==> config.mk <==
export PLATFORM = sky130hd
export DESIGN_NAME = quad_emitter
export DESIGN_NICKNAME = d
export VERILOG_FILES = /design/src/rtl/quad_emitter.sv
export SDC_FILE = /design/constraint.sdc
export NUM_CORES = 1
export LEC_CHECK = 0
export ABC_AREA = 1
export CAP_MARGIN = 10
export CELL_PAD_IN_SITES_DETAIL_PLACEMENT = 0
export CELL_PAD_IN_SITES_GLOBAL_PLACEMENT = 1
export CORE_ASPECT_RATIO = 0.8
export CORE_MARGIN = 4
export CORE_UTILIZATION = 40
export DETAILED_ROUTE_END_ITERATION = 8
export GPL_ROUTABILITY_DRIVEN = 0
export PLACE_DENSITY_LB_ADDON = 0.08
export SLEW_MARGIN = 25
export SYNTH_ARGS = -nofsm -noshare
export SYNTH_HDL_FRONTEND = slang
export SYNTH_SLANG_ARGS = --single-unit
export TNS_END_PERCENT = 1
==> constraint.sdc <==
create_clock -name CLK -period 5.49 [get_ports CLK]
set_input_delay 0.8235 -clock CLK [delete_from_list [all_inputs] [get_ports CLK]]
set_output_delay 0.8235 -clock CLK [all_outputs]
set_load 0.005 [all_outputs]
==> src/rtl/quad_emitter.sv <==
// Quadrature A/B emitter: walks a 2-bit Gray phase toward a signed target position,
// one edge per step, with at least EDGE_CLKS clock cycles between consecutive edges.
//
// state  | meaning
// PH_00  | A=0 B=0
// PH_10  | A=1 B=0 (one forward step past 00)
// PH_11  | A=1 B=1
// PH_01  | A=0 B=1 (one reverse step past 00)
module quad_emitter #(
    parameter int WIDTH     = 32,
    parameter int EDGE_CLKS = 64
) (
    input  logic             CLK,
    input  logic             reset_n,
    input  logic             enable,
    input  logic [WIDTH-1:0] target,
    input  logic             target_valid,
    input  logic [WIDTH-1:0] load_value,
    input  logic             load_valid,
    output logic             A,
    output logic             B,
    output logic [WIDTH-1:0] position,
    output logic             busy,
    output logic             arrived
);

    localparam logic [15:0] GAP_MAX = 16'(EDGE_CLKS - 1);

    typedef enum logic [1:0] {
        PH_00 = 2'b00,
        PH_10 = 2'b10,
        PH_11 = 2'b11,
        PH_01 = 2'b01
    } phase_t;

    phase_t           phase, phase_nxt;
    logic [WIDTH-1:0] target_q, target_nxt, position_nxt, position_step;
    logic [15:0]      gap, gap_nxt;
    logic             arrived_nxt;
    logic [WIDTH:0]   diff;
    logic             step, fwd;

    always_ff @(posedge CLK or negedge reset_n) begin
        if (!reset_n) begin
            phase    <= PH_00;
            position <= '0;
            target_q <= '0;
            gap      <= '0;
            arrived  <= 1'b0;
        end else begin
            phase    <= phase_nxt;
            position <= position_nxt;
            target_q <= target_nxt;
            gap      <= gap_nxt;
            arrived  <= arrived_nxt;
        end
    end

    // One extra bit keeps the sign correct across the full signed range.
    always_comb begin
        diff          = {target_q[WIDTH-1], target_q} - {position[WIDTH-1], position};
        fwd           = ~diff[WIDTH];
        step          = enable && (gap == GAP_MAX) && (diff != '0);
        phase_nxt     = phase;
        position_step = position;
        target_nxt    = target_valid ? target : target_q;
        arrived_nxt   = 1'b0;

        if (step) begin
            position_step = fwd ? position + WIDTH'(1) : position - WIDTH'(1);
            unique case (phase)
                PH_00:   phase_nxt = fwd ? PH_10 : PH_01;
                PH_10:   phase_nxt = fwd ? PH_11 : PH_00;
                PH_11:   phase_nxt = fwd ? PH_01 : PH_10;
                PH_01:   phase_nxt = fwd ? PH_00 : PH_11;
                default: phase_nxt = PH_00;
            endcase
        end

        // A preset overrides a coincident step; the gap still restarts as if it had stepped.
        if (load_valid) begin
            phase_nxt    = phase;
            position_nxt = load_value;
        end else begin
            position_nxt = position_step;
            arrived_nxt  = step && (position_step == target_nxt);
        end

        if (step) begin
            gap_nxt = '0;
        end else if (gap == GAP_MAX) begin
            gap_nxt = gap;
        end else begin
            gap_nxt = gap + 16'd1;
        end
    end

    assign A    = phase[1];
    assign B    = phase[0];
    assign busy = (target_q != position);

endmodule

==> impl_results.md <==
* Status: finished, final reports clean
* Sequential-to-total area share from yosys stat at 22.2%
* #FFs+latches synth at slightly above 80
* Clock-pin slew on the worst setup and hold paths at roughly 80 ps
* DRT Wirelength at about 36,000 um
* Final period util at about 94%
* Yosys warns at 0
* Fin. Hold Viols at 0
* Syn_nets at 1,743
* I/O pin cnt at approximately 110
* Pwr Density at between 300 and 400 nW/um2
* Worst endpoint required time at 5790 ps
* Number of post-CTS setup repair buffers at 0
* Share of the synthesized area in the top cell type at between 20% and 30%
* Ratio of cells with drive above 1 in the final layout at around 4.3%
* Clock Sinks at 83
* Final ANT Viol Nets at 0
* Kind of critical path: flip-flop to flip-flop
* Max-cap viol count at 0
* CP max stage cell: nor4_1
* # rows at just under 50
* DRT Pass-1 Iters at 5
* Max incr delay on CP at roughly 480 ps
* Post-Syn Area at 9380 um2
* Placed instance count at roughly 2,000
* Post-synth EDFFs at 0
* Total GRT Usage at between 20% and 30%
* Hold buffer count at cts at 0
* Clock Latency Late Sink at between 300 and 400 ps
* CTS Root Cell: clkbuf_16
* Worst-path maximum fanout at 14
* Non-Filler Instances at between 2,000 and 2,500
* Number of global-route vias before repair at around 9,500
* Die width at 179 um
* Syn Area/Cell at approximately 6 um2
* Endpoint type of the worst setup path: flip-flop
* First-pass GRT wire length at 54,100 um
* Top cells by area, synth: dfrtp_1 (22%), nand2_1 (22%), inv_1 (12%)
* Worst Setup Start Kind: flip-flop
* Post-layout minimum cycle time at approximately 5200 ps
* Largest net degree at the start of global routing at 57
* Met3 routed WL at roughly 2800 um
* HP Class: input pin to asynchronous set/reset pin
* CTS H-tree depth at 3
* Least-Margin Pin Slew at slightly above 900 ps
* Core area at approximately 23,000 um2
* Fin. max-slew vios at 0
* Resized cells post-CTS at 0
* Area of the multi-input gates at slightly above 6000 um2
* Top routing layer in use: met4
* Total gr overflow at 0
* Area growth syn-to-layout at 18.5%
* Skew final at 14.6 ps
* Unrepaired setup endpoints after global routing: false
* Initial antenna violation count at 0
* Via density at 5.09
* Syn Inst Count at 1,608
* CTS Buf Count at 9
* FMAX at a little under 0.2 GHz
* Largest area contributor in the netlist: dfrtp_1
* Die Span Y at 145 um
* WL met1 at 17,600 um
* Vias at between 10,000 and 15,000
* Cell variety after synth at 43
* Most used DFF post-synth: dfrtp_1
* Final HPWL DP at between 20,000 and 30,000 um
* Crit path top cell by count: nand2_1
* Max VDD drop at 0.000181 V
* Final setup TNS at 0 ps
* Worst hold margin at 388 ps
* Final setup fails at 0
* Async SR Flop Fraction at 100%
* Clock Path Buffers at 2
* FILL cells at 2,480
* Die area at about 26,000 um2
* Nets at 1,845
* LEAKAGE at 0.00615 uW
* FF-to-FF setup slack at about 310 ps
* Port-buffer cells at ~100
* Register area at ~2100 um2
* TritonCTS clock tree: yes
* Starting Density at 41.2%
* Met2 routed WL at 14,600 um
* WL per Instance at around 18 um
* Max transition margin at roughly two fifths
* Iteration-0 DRC Markers at slightly above 900
* N_diodes at 0
* WP data arrival at about 5500 ps
* # DRC at 0
## worst max-delay path: cells and delay by family (launching register included)
family / cells / cell delay (ps)
flip-flops: 1 / 470
AND/OR/NAND/NOR: 22 / 2970
XOR/XNOR: 1 / 150
buffers and inverters: 3 / 460
adder cells (fa/ha/maj): 3 / 1060
## sequential cells by signal, summed over array words and instances, names as in the netlist
signal and flops:
position 32, target_q 32, gap 16, phase 2, arrived 1
## metal layers
metal	up-vias	GRT usage [%]
met3	31	4.40
met2	348	38.7
met5	-	0
met1	4678	41.9
li1	5239	-
met4	0	4.57
## Yosys cell counts (4+ instances only)
cell type and count:
nand2_1 552, ha_1 64, a221oi_1 4, nand4_1 20
nor2_2 7, o21bai_1 6, a31oi_1 23, o21ai_0 71
buf_6 4, xnor2_1 15, inv_2 5, nand2_2 11
and2_1 6, a21oi_1 57, nor2_1 159, clkbuf_1 16
nand3_1 120, nor3_1 9, xor2_1 28, nor4_1 5
inv_1 300, a21o_1 8, nand3b_1 6, dfrtp_1 83
## metrics by stage
stage / total power (uW) / instance area [um2] / utilization (%) / setup WS (ps)
6_report: 3840 / 11100 / 48.8 / 313
5_1_grt: 4140 / 11100 / 48.8 / 25.5
4_1_cts: 3760 / 11100 / 48.6 / 30.9
3_5_place_dp: 3060 / 10700 / 47.2 / 47.3
3_3_place_gp: 3060 / 10700 / 47.2 / 89.6
2_1_floorplan: 2380 / 9380 / - / 1160
## cell usage in the layout, fill, tap and decap left out, types with 3 or more instances in the layout
| cell type | synthesis | layout |
|---|---|---|
| nand2_1 | 552 | 550 |
| inv_1 | 300 | 300 |
| nor2_1 | 159 | 158 |
| nand3_1 | 120 | 120 |
| clkdlybuf4s50_1 | 0 | 102 |
| dfrtp_1 | 83 | 82 |
| o21ai_0 | 71 | 67 |
| ha_1 | 64 | 64 |
| a21oi_1 | 57 | 56 |
| xor2_1 | 28 | 28 |
| a31oi_1 | 23 | 22 |
| nand4_1 | 20 | 20 |
| xnor2_1 | 15 | 15 |
| nand2_2 | 11 | 13 |
| buf_4 | 0 | 10 |
| nor3_1 | 9 | 9 |
| clkbuf_16 | 0 | 9 |
| nor2_2 | 7 | 8 |
| a21o_1 | 8 | 8 |
| and2_1 | 6 | 6 |
| o21bai_1 | 6 | 6 |
| nand3b_1 | 6 | 6 |
| inv_2 | 5 | 5 |
| nor4_1 | 5 | 5 |
| a221oi_1 | 4 | 4 |
| nand3_2 | 3 | 3 |
| o21ai_2 | 0 | 3 |
| o21ai_1 | 2 | 3 |
| mux2_2 | 3 | 3 |
## final timing paths
kind,endpoint,start,cells after the start
min,gap[11],reset_n,1
max reg2reg,arrived,position[0],29
min reg2reg,gap[15],gap[15],1
min in group CLK,gap[15],gap[15],1
max,arrived,position[0],29
max in group asynchronous,position[0],reset_n,2
## kinds of logic (layout without fill, tap and decap cells)
kind of cell    count (synthesis)  after routing  share of synthesized area, %
compound gates                178            178                          10.5
mux                             3              3                         0.360
simple gates                  906            907                          40.4
flops                          83             83                          22.2
fa+ha+maj                      66             66                          8.97
xor+xnor                       43             43                          4.02
buf+inv                       329            435                          13.6
## power by group
group          total [uW]  switching, uW  internal, uW
sequential            793           96.1           697
combinational        2350           1510           836
clock                 697            284           412
## final cells by class
class | instances | area share, %
Timing Repair Buffer | 113 | 9.91
Multi-Input combinational cell | 1197 | 54.7
Tap cell | 306 | 3.45
Clock buffer | 12 | 2.22
Inverter | 306 | 10.4
Clock inverter | 4 | 0.664
Sequential cell | 83 | 18.7
(Power assumes the default switching activity.)
